--- src/rtl/bp_me_pkg.sv ---
// Shared memory-engine helpers: credit counter sizing and credit update encoding.
package bp_me_pkg;

  // Bits needed to hold a credit count from 0 up to max_credits inclusive
  function automatic int unsigned credits_width(input int unsigned max_credits);
    return 32'($clog2(max_credits + 32'd1));
  endfunction

  typedef enum logic [1:0] {
    e_credit_hold   = 2'd0,
    e_credit_spend  = 2'd1,
    e_credit_return = 2'd2
  } credit_op_e;

endpackage

--- src/rtl/bp_cce_mem_cmd_issue_if.sv ---
// Memory command header handshakes: CCE-to-block (in) and block-to-network (out).
interface bp_cce_mem_cmd_issue_if #(
  parameter int unsigned header_width_p = 128
);
  logic [header_width_p-1:0] mem_cmd_header_i;
  logic                      mem_cmd_header_v_i;
  logic                      mem_cmd_header_ready_and_o;
  logic [header_width_p-1:0] mem_cmd_header_o;
  logic                      mem_cmd_header_v_o;
  logic                      mem_cmd_header_ready_and_i;

  modport slave (
    input  mem_cmd_header_i,
    input  mem_cmd_header_v_i,
    output mem_cmd_header_ready_and_o,
    output mem_cmd_header_o,
    output mem_cmd_header_v_o,
    input  mem_cmd_header_ready_and_i
  );

  modport master (
    output mem_cmd_header_i,
    output mem_cmd_header_v_i,
    input  mem_cmd_header_ready_and_o,
    input  mem_cmd_header_o,
    input  mem_cmd_header_v_o,
    output mem_cmd_header_ready_and_i
  );
endinterface

--- src/rtl/bp_cce_mem_cmd_fifo2.sv ---
// Two-entry header FIFO, ready/valid on both sides; outputs depend on registered state only.
module bp_cce_mem_cmd_fifo2 #(
  parameter int unsigned width_p = 128
) (
  input  logic               i_clk,
  input  logic               i_reset_n,
  input  logic [width_p-1:0] i_data,
  input  logic               i_v,
  output logic               o_ready_and,
  output logic [width_p-1:0] o_data,
  output logic               o_v,
  input  logic               i_ready_and
);

  logic [width_p-1:0] r_mem [2];
  logic               r_wptr;
  logic               r_rptr;
  logic [1:0]         r_count;
  logic               w_enq;
  logic               w_deq;

  assign o_ready_and = (r_count != 2'd2);
  assign o_v         = (r_count != 2'd0);
  assign o_data      = r_mem[r_rptr];
  assign w_enq       = i_v & o_ready_and;
  assign w_deq       = o_v & i_ready_and;

  // Pointers and occupancy; simultaneous enq/deq leaves occupancy unchanged
  always_ff @(posedge i_clk or negedge i_reset_n) begin
    if (!i_reset_n) begin
      r_wptr  <= 1'b0;
      r_rptr  <= 1'b0;
      r_count <= 2'd0;
    end else begin
      if (w_enq) r_wptr <= ~r_wptr;
      if (w_deq) r_rptr <= ~r_rptr;
      case ({w_enq, w_deq})
        2'b10:   r_count <= r_count + 2'd1;
        2'b01:   r_count <= r_count - 2'd1;
        default: r_count <= r_count;
      endcase
    end
  end

  // Storage is not reset; flushed entries are unreachable once pointers clear
  always_ff @(posedge i_clk) begin
    if (w_enq) r_mem[r_wptr] <= i_data;
  end

endmodule

--- src/rtl/bp_cce_mem_cmd_issue.sv ---
// CCE memory command issue stage: 2-entry header buffer plus memory network credit tracking.
// Optional sticky credit error flag enabled by `define BP_CCE_MEM_CREDIT_ERROR_EN.
module bp_cce_mem_cmd_issue
  import bp_me_pkg::*;
#(
  parameter  int unsigned mem_noc_max_credits_p = 8,
  parameter  int unsigned header_width_p        = 128,
  localparam int unsigned lg_credits_lp         = credits_width(mem_noc_max_credits_p)
) (
  input  logic                     clk_i,
  input  logic                     reset_n_i,
  bp_cce_mem_cmd_issue_if.slave    ifc,
  input  logic                     mem_resp_yumi_i,
  output logic                     mem_credits_empty_o,
  output logic                     mem_credits_full_o,
  output logic [lg_credits_lp-1:0] credit_count_o,
  output logic                     credit_error_o
);

  localparam logic [lg_credits_lp-1:0] max_credits_lp = lg_credits_lp'(mem_noc_max_credits_p);

  logic                     w_accept;
  credit_op_e               w_op;
  logic [lg_credits_lp-1:0] r_credits;

  bp_cce_mem_cmd_fifo2 #(
    .width_p (header_width_p)
  ) u_fifo (
    .i_clk       (clk_i),
    .i_reset_n   (reset_n_i),
    .i_data      (ifc.mem_cmd_header_i),
    .i_v         (ifc.mem_cmd_header_v_i),
    .o_ready_and (ifc.mem_cmd_header_ready_and_o),
    .o_data      (ifc.mem_cmd_header_o),
    .o_v         (ifc.mem_cmd_header_v_o),
    .i_ready_and (ifc.mem_cmd_header_ready_and_i)
  );

  assign w_accept = ifc.mem_cmd_header_v_i & ifc.mem_cmd_header_ready_and_o;

  // Accept and return in the same cycle cancel out
  always_comb begin
    w_op = e_credit_hold;
    if (w_accept && !mem_resp_yumi_i)      w_op = e_credit_spend;
    else if (mem_resp_yumi_i && !w_accept) w_op = e_credit_return;
  end

  // Saturating credit counter
  always_ff @(posedge clk_i or negedge reset_n_i) begin
    if (!reset_n_i) begin
      r_credits <= max_credits_lp;
    end else begin
      case (w_op)
        e_credit_spend:  if (r_credits != '0)             r_credits <= r_credits - lg_credits_lp'(1);
        e_credit_return: if (r_credits != max_credits_lp) r_credits <= r_credits + lg_credits_lp'(1);
        default:         r_credits <= r_credits;
      endcase
    end
  end

  assign credit_count_o      = r_credits;
  assign mem_credits_empty_o = (r_credits == '0);
  assign mem_credits_full_o  = (r_credits == max_credits_lp);

`ifdef BP_CCE_MEM_CREDIT_ERROR_EN
  logic w_underflow;
  logic w_overflow;
  logic r_credit_error;

  assign w_underflow = (w_op == e_credit_spend)  && (r_credits == '0);
  assign w_overflow  = (w_op == e_credit_return) && (r_credits == max_credits_lp);

  // Sticky until reset
  always_ff @(posedge clk_i or negedge reset_n_i) begin
    if (!reset_n_i)                     r_credit_error <= 1'b0;
    else if (w_underflow || w_overflow) r_credit_error <= 1'b1;
  end

  assign credit_error_o = r_credit_error;

  a_credit_bounds: assert property (@(posedge clk_i) disable iff (!reset_n_i)
                                    !(w_underflow || w_overflow));
`else
  assign credit_error_o = 1'b0;
`endif

endmodule

--- src/flat_wrapper.sv ---
// flat-port wrapper written by rule: the top's interface ports become plain ports
module bp_cce_mem_cmd_issue_flat import bp_me_pkg::*;
#(
  parameter  int unsigned mem_noc_max_credits_p = 8,
  parameter  int unsigned header_width_p        = 128,
  localparam int unsigned lg_credits_lp         = credits_width(mem_noc_max_credits_p)
)
  (clk_i, reset_n_i, mem_resp_yumi_i, mem_credits_empty_o, mem_credits_full_o, credit_count_o, credit_error_o, ifc_mem_cmd_header_i, ifc_mem_cmd_header_v_i, ifc_mem_cmd_header_ready_and_o, ifc_mem_cmd_header_o, ifc_mem_cmd_header_v_o, ifc_mem_cmd_header_ready_and_i);
  bp_cce_mem_cmd_issue_if #(.header_width_p(header_width_p)) ifc_i ();
  input  logic clk_i;
  input  logic reset_n_i;
  input  logic mem_resp_yumi_i;
  output logic mem_credits_empty_o;
  output logic mem_credits_full_o;
  output logic [lg_credits_lp-1:0] credit_count_o;
  output logic credit_error_o;
  input wire logic [$bits(ifc_i.mem_cmd_header_i)-1:0] ifc_mem_cmd_header_i;
  input wire logic [$bits(ifc_i.mem_cmd_header_v_i)-1:0] ifc_mem_cmd_header_v_i;
  output wire logic [$bits(ifc_i.mem_cmd_header_ready_and_o)-1:0] ifc_mem_cmd_header_ready_and_o;
  output wire logic [$bits(ifc_i.mem_cmd_header_o)-1:0] ifc_mem_cmd_header_o;
  output wire logic [$bits(ifc_i.mem_cmd_header_v_o)-1:0] ifc_mem_cmd_header_v_o;
  input wire logic [$bits(ifc_i.mem_cmd_header_ready_and_i)-1:0] ifc_mem_cmd_header_ready_and_i;
  assign ifc_i.mem_cmd_header_i = ifc_mem_cmd_header_i;
  assign ifc_i.mem_cmd_header_v_i = ifc_mem_cmd_header_v_i;
  assign ifc_mem_cmd_header_ready_and_o = ifc_i.mem_cmd_header_ready_and_o;
  assign ifc_mem_cmd_header_o = ifc_i.mem_cmd_header_o;
  assign ifc_mem_cmd_header_v_o = ifc_i.mem_cmd_header_v_o;
  assign ifc_i.mem_cmd_header_ready_and_i = ifc_mem_cmd_header_ready_and_i;
  bp_cce_mem_cmd_issue #(.mem_noc_max_credits_p(mem_noc_max_credits_p), .header_width_p(header_width_p)) u_core (.clk_i(clk_i), .reset_n_i(reset_n_i), .ifc(ifc_i), .mem_resp_yumi_i(mem_resp_yumi_i), .mem_credits_empty_o(mem_credits_empty_o), .mem_credits_full_o(mem_credits_full_o), .credit_count_o(credit_count_o), .credit_error_o(credit_error_o));
endmodule
--- config.mk ---
export PLATFORM = sky130hd
export DESIGN_NAME = bp_cce_mem_cmd_issue_flat
export DESIGN_NICKNAME = d
export VERILOG_FILES = /design/src/rtl/bp_me_pkg.sv /design/src/rtl/bp_cce_mem_cmd_issue_if.sv /design/src/rtl/bp_cce_mem_cmd_fifo2.sv /design/src/rtl/bp_cce_mem_cmd_issue.sv /design/src/flat_wrapper.sv
export SDC_FILE = /design/constraint.sdc
export NUM_CORES = 1
export LEC_CHECK = 0
export ABC_AREA = 1
export BUFFER_PORTS_ARGS = -buffer_cell sky130_fd_sc_hd__clkbuf_2
export CAP_MARGIN = 20
export CORE_MARGIN = 3
export CORE_UTILIZATION = 42
export CTS_CLUSTER_DIAMETER = 100
export DETAILED_ROUTE_END_ITERATION = 8
export MAX_ROUTING_LAYER = met4
export PLACE_DENSITY = 0.76
export SKIP_CTS_REPAIR_TIMING = 1
export SYNTH_ARGS = -nofsm -noshare
export SYNTH_HDL_FRONTEND = slang
export SYNTH_SLANG_ARGS = --single-unit
--- constraint.sdc ---
create_clock -name clk_i -period 7.4 [get_ports clk_i]
set_input_delay 1.85 -clock clk_i [delete_from_list [all_inputs] [get_ports clk_i]]
set_output_delay 1.85 -clock clk_i [all_outputs]
set_load 0.01 [all_outputs]
======== Word-level counts from Yosys, hierarchy flattened ========
Memory sizes are Yosys's and may differ from the RTL's.
Cells that the tools add are included.
word-level totals
  bits in registers ....................... 8
  RAM bits ................................ 256
  output and inout port bits .............. 137
  logic and storage cells ................. 40
  memories kept ........................... 1
memories
  name                 words  width  read ports  clocked after memory_dff  write ports  line                        source
  u_core.u_fifo.r_mem  2      128    1           0                         1            bp_cce_mem_cmd_fifo2.sv:15  logic [width_p-1:0] r_mem [2];
operators by class
  $add $sub $neg .......................... 4
  eq/ne operators ......................... 9
  muxes and demuxes ....................... 8
  bitwise logic cells ..................... 4
  reductions and logical operators ........ 10
operators by type and width
  cell                   count
  $mux W4                2
  $pmux W4 S2            1
  $reduce_bool A2 Y1     3
  $add A4 B1 Y4 const B  1
  $eq A2 B1 Y1 const B   2
  $eq A2 B2 Y1 const B   2
  $eq A4 B4 Y1 const B   1
  $logic_not A4 Y1       1
  $mux W2                2
  $ne A2 B1 Y1 const B   2
  $ne A4 B4 Y1 const B   1
  $pmux W2 S2            1
  $reduce_bool A4 Y1     1
  $sub A4 B1 Y4 const B  1
  $reduce_and A3 Y1      1
  $add A2 B1 Y2 const B  1
  $and A1 B1 Y1          2
  $logic_and A1 B1 Y1    2
  $logic_not A1 Y1       2
  $mux W1                2
  $ne A2 B2 Y1 const B   1
  $not A1 Y1             2
  $sub A2 B1 Y2 const B  1

======== Depth between registers and ports, before layout ========
  depth in word-level cells ............... 9
  gate-level depth with buffers ........... 13
  mapped depth without buffers ............ 13

======== Cells and area by module ========
A second synthesis with hierarchy kept.
unflattened totals
  cell total of the unflattened synthesis .. 751
  area total of the unflattened synthesis .. 9,868.2 um^2
by module, submodules not included
  module                instances  cells an instance  area each (um^2)  seq. area each (um^2)
  bp_cce_mem_cmd_fifo2  1          698                9,490.4           7,787.5
  bp_cce_mem_cmd_issue  1          53                 377.9             101.3

======== Worst setup path before layout ========
No wires, ideal clock.
  path kind ............................... input -> register
  start point ............................. in ifc_mem_cmd_header_v_i
  end point ............................... mem u_core.u_fifo.r_mem[1][0], enable pin
  library setup time ...................... 0.618 ns
  arrival time ............................ 7.320 ns
  data required time ...................... 6.782 ns
  slack ................................... -0.538 ns
  stages on the path ...................... 2
  cell sequence ........................... nand2_1 > nor2_1
on the way
  cells in the longest elaborated chain, start to end .. 3
RTL lines
  item                           line                        source
  from (decl)                    flat_wrapper.sv:18          input wire logic [$bits(ifc_i.mem_cmd_header_v_i)-1:0] ifc_mem_cmd_header_v_i;
  $and A1 B1 Y1                  bp_cce_mem_cmd_fifo2.sv:25  assign w_enq = i_v & o_ready_and;
  $mux W1                        bp_cce_mem_cmd_fifo2.sv:47  if (w_enq) r_mem[r_wptr] <= i_data;
  $mux W1 (implied by the code)  bp_cce_mem_cmd_fifo2.sv:47
  to (decl)                      bp_cce_mem_cmd_fifo2.sv:15
Every way passes these cells.

======== Worst setup path in the final report ========
  start point ............................. reg u_core.u_fifo.r_rptr
  end point ............................... out ifc_mem_cmd_header_o[78]
on the way
  cells in the longest elaborated chain, start to end .. 1
RTL lines
  item                    line                        source
  from (decl)             bp_cce_mem_cmd_fifo2.sv:17  logic r_rptr;
  from (signal assigned)  bp_cce_mem_cmd_fifo2.sv:36  if (w_deq) r_rptr <= ~r_rptr;
  $mem_v2 Z2 W128         --
  to (decl)               flat_wrapper.sv:20          output wire logic [$bits(ifc_i.mem_cmd_header_o)-1:0] ifc_mem_cmd_header_o;
Every way passes these cells.

==> summary.txt <==
Final layout
  – Layout cell share with drive strength beyond 1: 0.311
  – Layout Cells excl Fill: roughly 1300
  – Nets: about 1200
  – Area growth syn-to-layout: 25.3%
  – Antenna diodes: 0
  – Most frequent cells in the layout: nand2_1 (407), clkbuf_2 (268), edfxtp_1 (256)
  – Most common cell after layout, fill and taps aside: nand2_1

Synth
  – Yosys reg bits: roughly 260
  – Syn Nets: a little under 900
  – Synth area leader: edfxtp_1
  – Synthesized cell area: slightly below 10000 µm²
  – Seq/Total Area, Yosys: 0.802
  – Mapped Avg Cell Area: roughly 13 µm²
  – Yosys warning total: 0
  – Syn Inst Count: between 700 and 800
  – Area contributors post-synth: edfxtp_1 (78%), nand2_1 (16%), dfrtp_1 (1.8%)
  – Share of Yosys cell area claimed by the top area cell type: 0.781
  – Yosys cell types: 21

Floorplan
  – Die area: between 20000 and 30000 µm²
  – Chip height: 159 µm
  – Total core area: around 23000 µm²
  – I/O pins: 270
  – Num rows: 55
  – Starting density of the core: 0.431
  – DIE WIDTH: around 160 µm

Clocking
  – Cts bufs inserted: 27
  – CTS tree: built
  – Buffer levels on the longest clock path: 3
  – Clk slew on worst S/H paths: 60 ps
  – CTS sink count: ~260
  – Clock root cell: clkbuf_16
  – Clk_lat worst skew: about 520 ps
  – Number of H-tree levels: 1

Global route
  – Global-route wire length before repair: 33600 µm
  – Initial antenna violation count: 0
  – Pin count of the biggest net entering global routing: 83
  – Total global-route track usage: 0.169
  – GRT overflow: 0
  – Via count of the first global-routing pass: 6404

Placement
  – GP Congestion: ~0.86
  – IO Port Bufs: around 270
  – HPWL Detailed: 14000 µm
  – Placed Instances: ~1300

Timing
  – RSZ-0062 raised after global routing: false
  – Tcrit/Tclk final: 0.656
  – Slew @ Worst Pin: about 900 ps
  – Skew final: around 11 ps
  – Final setup vio count: 0
  – Fin crit period: slightly below 5000 ps
  – Max Freq: between 200 and 250 MHz
  – Setup TNS: 0 ps
  – Fin. Hold Viols: 0
  – Slew headroom: 0.394
  – Max Slew Vio Count: 0

Setup path
  – Crit path max fanout: 73
  – Worst Path Required: around 5600 ps
  – CP Capture Type: output port
  – Crit path DAT: approximately 3000 ps
  – CP Class: flip-flop to output port
  – Flop2flop setup slack: ~5200 ps
  – CP Launch Type: flip-flop

Drt
  – Detailed Route WL: between 20000 and 25000 µm
  – Total iterations of the first detailed-routing run: 5
  – Mean routed wirelength per cell: 15.9 µm
  – Drt initial violations: 459
  – Post-route ant nets: 0
  – Post-route DRC: 0
  – Vias: between 6000 and 7000
  – Vias/cell: around 4.7

Min path
  – Min-Delay Path Class: flip-flop to flip-flop

Pwr
  – Lkg Pwr: around 5.4 nW
  – Max rail drop VDD: around 0.27 mV
  – Pwr dens: roughly 410 nW/µm²

Job
  – Number of max-cap violations: 0

Run status
  – Status: finished, final reports clean
[registers in the layout, indices dropped and copies added, names as in the netlist]
name	cells
u_core.u_fifo.r_rptr	1
u_core.credit_count_o	4
u_core.u_fifo.r_wptr	1
u_core.u_fifo.r_mem	256
u_core.u_fifo.r_count	2
[synthesized netlist by cell type]
master,count
a21oi_1,1
buf_2,26
buf_4,2
clkbuf_1,1
conb_1,1
dfrtp_1,7
dfstp_2,1
edfxtp_1,256
fa_1,1
ha_1,5
inv_1,12
nand2_1,407
nand3_1,1
nand3_2,3
nand4_1,2
nor2_1,9
nor4_1,2
o21ai_0,1
or2_2,1
xnor2_1,1
xor2_1,3
[power by group]
part           total, mW  switching, mW  internal, mW  leakage (nW)
Sequential          2.20          0.146          2.05          2.47
Combinational       1.57           1.06         0.508          2.51
Clock               1.28          0.532         0.747         0.414
[final timing paths]
path                                     startpoint  depth (start not counted)                       end
max                            u_core.u_fifo.r_rptr                          5  ifc_mem_cmd_header_o[78]
min                        u_core.credit_count_o[3]                          2  u_core.credit_count_o[3]
max reg2reg                u_core.u_fifo.r_count[0]                         12  u_core.credit_count_o[3]
min reg2reg                u_core.credit_count_o[3]                          2  u_core.credit_count_o[3]
max in group asynchronous                 reset_n_i                          1  u_core.credit_count_o[3]
min in group asynchronous                 reset_n_i                          1  u_core.credit_count_o[2]
[routing by layer]
| layer | track usage | part of all wire | wire length, µm | vias up |
|---|---|---|---|---|
| met5 | - | 0 | 0 | - |
| li1 | - | - | - | 3044 |
| met3 | 0.0520 | 0.091 | 1950 | 38 |
| met1 | 0.208 | 0.40 | 8600 | 3020 |
| met2 | 0.274 | 0.48 | 10400 | 284 |
| met4 | 0.0430 | 0.024 | 516 | 0 |
[layout make-up]
| cell class | instances | area [µm²] |
|---|---|---|
| Multi-Input combinational cell | 438 | 1770 |
| Inverter | 12 | 47.5 |
| Sequential cell | 264 | 7890 |
| Tap cell | 313 | 392 |
| Fill cell | 1891 | 10500 |
| Clock buffer | 35 | 756 |
| Timing Repair Buffer | 274 | 1390 |
| Clock inverter | 12 | 85.1 |
[critical path, cell delays in order (launching register included)]
cell	delay, ps
dfrtp_4	700
inv_4	530
buf_4	690
nand2_1	100
nand2_1	170
clkbuf_2	160
[metrics by stage]
step | power, mW | cell area, µm² | worst slack [ps] | utilization | hold slack, ps
global route | 5.36 | 12300 | 2330 | 0.540 | 526
global placement | 3.78 | 11500 | 3130 | 0.503 | 497
detailed placement | 3.82 | 11500 | 3110 | 0.503 | 507
CTS | 5.11 | 12300 | 2540 | 0.540 | 515
finish | 5.05 | 12300 | 2550 | 0.540 | 521
floorplan | 3.16 | 9850 | 1620 | - | 482
[kinds of logic after synthesis]
family / share of synthesized area
DFF: 0.802
adders and majority gates: 0.00839
and+or+nand+nor: 0.165
buffers and inverters: 0.0197
AOI/OAI and AO/OA: 0.00102
other: 0.000381
xor gates and xnor gates: 0.00356
Power figures use the tool's default switching activity.
